## src/rtl/summator_pkg.sv

```systemverilog
// Shared definitions for the bit-serial summator and its collector: FSM state encoding and result width.
package summator_pkg;

    typedef enum logic [1:0] {
        ST_IDLE    = 2'b00,
        ST_COLLECT = 2'b01,
        ST_DONE    = 2'b10
    } state_e;

    // Result carries the final carry above the operand bits.
    function automatic int resw_f(input int reglength);
        return reglength + 1;
    endfunction

endpackage

```

## src/rtl/sum_shift_reg.sv

```systemverilog
// Right shift register for LSB-first serial data: new bit enters at the MSB, sync clear wins over shift.
// State is visible on q_o the cycle after the edge; no flow control of its own.
module sum_shift_reg #(
    parameter int W = 4
) (
    input  logic         clk,
    input  logic         rst_n,
    input  logic         clr_i,
    input  logic         shift_i,
    input  logic         din_i,
    output logic [W-1:0] q_o
);

    logic [W-1:0] q_q;
    logic [W-1:0] q_d;

    always_comb begin
        q_d = q_q;
        if (clr_i) begin
            q_d = '0;
        end else if (shift_i) begin
            q_d = {din_i, q_q[W-1:1]};
        end
    end

    always_ff @(posedge clk or negedge rst_n) begin
        if (!rst_n) begin
            q_q <= '0;
        end else begin
            q_q <= q_d;
        end
    end

    assign q_o = q_q;

endmodule

```

## src/rtl/serial_sum_collector.sv

```systemverilog
// Deserialises the summator's LSB-first sum stream into a RESW-bit word; out_valid rises RESW edges after start.
// Word is held in DONE until out_ready; a start seen in DONE without out_ready is dropped and flagged as overrun.
module serial_sum_collector
    import summator_pkg::*;
#(
    parameter int reglength = 3
) (
    input  logic             clk,
    input  logic             reset,
    input  logic             start,
    input  logic             sum_in,
    input  logic             out_ready,
    output logic [reglength:0] result,
    output logic             out_valid,
    output logic             busy,
    output logic             overrun
);

    localparam int RESW  = resw_f(reglength);
    localparam int CNT_W = $clog2(RESW + 1);
    localparam logic [CNT_W-1:0] CNT_LAST = CNT_W'(RESW - 1);

    state_e            state_q, state_d;
    logic [CNT_W-1:0]  cnt_q, cnt_d;
    logic [RESW-1:0]   result_q, result_d;
    logic              overrun_q, overrun_d;
    logic [RESW-1:0]   sh_q;
    logic [RESW-1:0]   sh_next;
    logic              sh_clr;
    logic              sh_shift;

    sum_shift_reg #(.W(RESW)) u_shreg (
        .clk     (clk),
        .rst_n   (reset),
        .clr_i   (sh_clr),
        .shift_i (sh_shift),
        .din_i   (sum_in),
        .q_o     (sh_q)
    );

    // Value the shift register will hold after this edge's capture; latched into result on the last bit.
    assign sh_next = {sum_in, sh_q[RESW-1:1]};

    always_comb begin
        state_d   = state_q;
        cnt_d     = cnt_q;
        result_d  = result_q;
        overrun_d = overrun_q;
        sh_clr    = 1'b0;
        sh_shift  = 1'b0;
        case (state_q)
            ST_IDLE: begin
                if (start) begin
                    state_d = ST_COLLECT;
                    sh_clr  = 1'b1;
                    cnt_d   = '0;
                end
            end
            ST_COLLECT: begin
                if (start) begin
                    sh_clr = 1'b1;
                    cnt_d  = '0;
                end else begin
                    sh_shift = 1'b1;
                    if (cnt_q == CNT_LAST) begin
                        state_d  = ST_DONE;
                        cnt_d    = '0;
                        result_d = sh_next;
                    end else begin
                        cnt_d = cnt_q + CNT_W'(1);
                    end
                end
            end
            ST_DONE: begin
                if (out_ready) begin
                    if (start) begin
                        state_d = ST_COLLECT;
                        sh_clr  = 1'b1;
                        cnt_d   = '0;
                    end else begin
                        state_d = ST_IDLE;
                    end
                end else if (start) begin
                    overrun_d = 1'b1;
                end
            end
            default: begin
                state_d = ST_IDLE;
            end
        endcase
    end

    always_ff @(posedge clk or negedge reset) begin
        if (!reset) begin
            state_q   <= ST_IDLE;
            cnt_q     <= '0;
            result_q  <= '0;
            overrun_q <= 1'b0;
        end else begin
            state_q   <= state_d;
            cnt_q     <= cnt_d;
            result_q  <= result_d;
            overrun_q <= overrun_d;
        end
    end

    assign result    = result_q;
    assign out_valid = (state_q == ST_DONE);
    assign busy      = (state_q == ST_COLLECT);
    assign overrun   = overrun_q;

endmodule

```

## config.mk

```make
export PLATFORM = sky130hd
export DESIGN_NAME = serial_sum_collector
export DESIGN_NICKNAME = d
export VERILOG_FILES = /design/src/rtl/summator_pkg.sv /design/src/rtl/sum_shift_reg.sv /design/src/rtl/serial_sum_collector.sv
export SDC_FILE = /design/constraint.sdc
export NUM_CORES = 1
export LEC_CHECK = 0
export ABC_CLOCK_PERIOD_IN_PS = 1330
export CAP_MARGIN = 20
export CELL_PAD_IN_SITES_DETAIL_PLACEMENT = 1
export CELL_PAD_IN_SITES_GLOBAL_PLACEMENT = 2
export CORE_ASPECT_RATIO = 0.75
export CORE_MARGIN = 4
export CORE_UTILIZATION = 28
export CTS_BUF_LIST = sky130_fd_sc_hd__clkbuf_4 sky130_fd_sc_hd__clkbuf_8 sky130_fd_sc_hd__clkbuf_16
export DETAILED_ROUTE_END_ITERATION = 8
export GPL_TIMING_DRIVEN = 1
export PLACE_DENSITY = 0.81
export SYNTH_ARGS = -nofsm -noshare
export SYNTH_HDL_FRONTEND = slang
export SYNTH_SLANG_ARGS = --single-unit
```

## constraint.sdc

```tcl
create_clock -name clk -period 1.33 [get_ports clk]
set_input_delay 0.133 -clock clk [delete_from_list [all_inputs] [get_ports clk]]
set_output_delay 0.133 -clock clk [all_outputs]
set_load 0.02 [all_outputs]
```

==> summary.txt <==
Setup path
  – CP delay by family, top: simple AND/OR/NAND/NOR gates
  – Maximum single-stage delay on the critical path: 400 ps
  – Crit end category: flip-flop
  – CP Buf/Inv Count: 1
  – Worst path required time: 1540 ps
  – Worst EP arrival: 1540 ps
  – CP max-delay cell: dfrtp_1
  – Critical path cell sequence: ha_2 -> nor2b_4 -> buf_6 -> or3_1 -> a21oi_2
  – Type of origin of the critical path: flip-flop
  – Max FO, Critical Path: 2
  – Critical path class: flip-flop to flip-flop

Synthesis
  – Post-Syn Area: 573 µm²
  – Distinct cells, synth: 17
  – Share of the synthesized area in the top cell type: 56.8%
  – Yosys warnings: 0
  – Syn nets: 53
  – Synth area leader: dfrtp_1
  – Sequential element share of the synthesized area: 56.8%
  – Register bit total from synthesis: 13
  – Gate Count Post-Synth: 47
  – Ranking of synthesized cells by area: dfrtp_1 57%, mux2_1 7.9%, a21oi_1 5.2%
  – Syn Area/Cell: 12.2 µm²

Layout
  – Final Util: 46.6%
  – Final net count: 80
  – Share of cells above drive strength 1: 37.0%
  – Most frequent cells in the layout: 13 x dfrtp_1, 10 x buf_4, 5 x a21oi_1, 5 x dlygate4sd2_1
  – Layout area overhead: 49.6%
  – Post-route cell area: 857 µm²
  – Most common cell after layout, fill and taps aside: dfrtp_1
  – Antenna cells: 0

Global routing
  – Pin count of the biggest net entering global routing: 14
  – Met3 usage in global routing: 6.04%
  – Global routing's busiest layer: met1
  – Gr ovfl total: 0
  – Met2 Usage GRT: 15.3%
  – Vias in the first global route: 485
  – GR Util All Layers: 11.3%
  – Global-route wire length before repair: 2.24 mm
  – Initial antenna violation count: 0
  – Grt met1 use: 16.3%

STA
  – Setup Skew: 5.06 ps
  – Post-layout min period: 1330 ps
  – Post-route setup slack: 4.61 ps
  – Slew headroom: 82.2%
  – Tightest Pin Transition: 267 ps
  – Final setup fails: 0
  – Max Transition Viols Final: 0
  – RSZ-0062 raised after global routing: yes
  – Fmax: 754 MHz
  – Hold Violations, Final: 0
  – Final worst-path cycle share: 99.7%

Clock network
  – CTS tree: yes
  – H-tree Lvls: 1
  – Clk sink count: 13
  – Root Driver: clkbuf_4
  – Num CTS Buffers: 3
  – CTS clk-pin slew, worst paths: 80 ps
  – Cts hold-fix bufs: 0
  – Clk buf depth: 2
  – Postcts setup bufs: 0
  – Worst-Skew Late Latency: 270 ps

Place
  – Area after DPL: 793 µm²
  – Post-DP HPWL: 1.03 mm
  – Dpl ws: -103 ps
  – IO Port Bufs: 11
  – Gpl congestion: 0.727

Drt
  – Final ANT Viol Nets: 0
  – WL/cell: 14.1 µm
  – First-pass detailed-route iteration total: 4
  – Remaining DRCs: 0
  – Initial DRC Count: 9
  – WL final: 1.34 mm
  – Vias: 466
  – DR vias/cell: 4.91

Pwr
  – Worst VDD drop: 0.767 mV
  – Pwr per Cell Area: 1490 nW/µm²
  – Leakage: 0.000433 µW

Die
  – Num ports: 12
  – DIE WIDTH: 60.2 µm
  – # rows: 13
  – Initial core utilization: 31.2%
  – Total die area: 2840 µm²
  – Die height: 47.2 µm
  – Core Footprint: 1840 µm²

Worst hold path
  – Worst hold path class: primary input to asynchronous set/reset pin

Job
  – Max Cap Viol: 0

Run status
  – Run status: completed
## area by class of cell
class / count / area, µm²
inverters: 3 / 11.3
well taps: 22 / 27.5
repair buffers: 22 / 193
clock buffers: 4 / 30.0
multi-input cells: 31 / 270
flip-flops and latches: 13 / 325
fillers: 207 / 981
## layer usage
layer | wire, µm | part of all wire, %
met5 | 0 | 0
met4 | 0 | 0
met3 | 94 | 7.0
met2 | 496 | 37
met1 | 748 | 56
## path summary, 6_finish.rpt
check                                  endpoint  cells after the start  slack (ps)            startpoint
min in group clk            overrun$_DFFE_PN0P_                      1         470   overrun$_DFFE_PN0P_
max in group asynchronous  cnt_q[2]$_DFFE_PN0P_                      2        1010                 reset
hold / removal              overrun$_DFFE_PN0P_                      2         150                 reset
setup / recovery           cnt_q[0]$_DFFE_PN0P_                      5           5  cnt_q[0]$_DFFE_PN0P_
hold reg to reg             overrun$_DFFE_PN0P_                      1         470   overrun$_DFFE_PN0P_
setup reg to reg           cnt_q[0]$_DFFE_PN0P_                      5           5  cnt_q[0]$_DFFE_PN0P_
## cell usage after synthesis
| cell type | instances |
|---|---|
| o22ai_1 | 1 |
| a22o_1 | 3 |
| ha_1 | 1 |
| or3_1 | 1 |
| nand2_1 | 1 |
| a311oi_1 | 1 |
| nand3_1 | 1 |
| a21oi_1 | 6 |
| mux2_1 | 4 |
| o2bb2ai_1 | 1 |
| inv_1 | 3 |
| a21o_1 | 2 |
| nand2b_1 | 3 |
| nor3b_4 | 1 |
| a31oi_1 | 2 |
| dfrtp_1 | 13 |
| nor2b_1 | 3 |
## state kept, by name, indices dropped and copies added (netlist names)
signal / flops
overrun: 1
state_q: 2
u_shreg.q_o: 3
result: 4
cnt_q: 3
## logic make-up after synthesis
logic type / synth area share (%)
AOI/OAI and AO/OA: 18.8
adders and majority gates: 2.18
buffers and inverters: 1.96
DFF: 56.8
muxes: 7.86
and+or+nand+nor: 12.4
## where the power goes
| part | switching (µW) | total, µW | internal (µW) |
|---|---|---|---|
| Clock | 128 | 265 | 137 |
| Sequential | 59.9 | 537 | 477 |
| Combinational | 219 | 473 | 254 |
| Total | 407 | 1270 | 867 |
## metrics by stage
step / setup TNS [ps] / cells / hold WS (ps) / total power [µW]
3_5_place_dp: -473 / 91 / 454 / 1010
6_report: 0 / 95 / 153 / 1270
2_1_floorplan: 0 / 47 / -163 / 747
4_1_cts: -0.850 / 95 / 148 / 1290
3_3_place_gp: -395 / 91 / 441 / 1000
5_1_grt: -225 / 95 / 140 / 1380
## timing repair
item / CTS / global route
endpoints found under the setup margin: 12 / 7
resized for setup: 22 / 3
pin swaps: 3 / 0
gates cloned: 0 / 0
(Power assumes the default switching activity.)
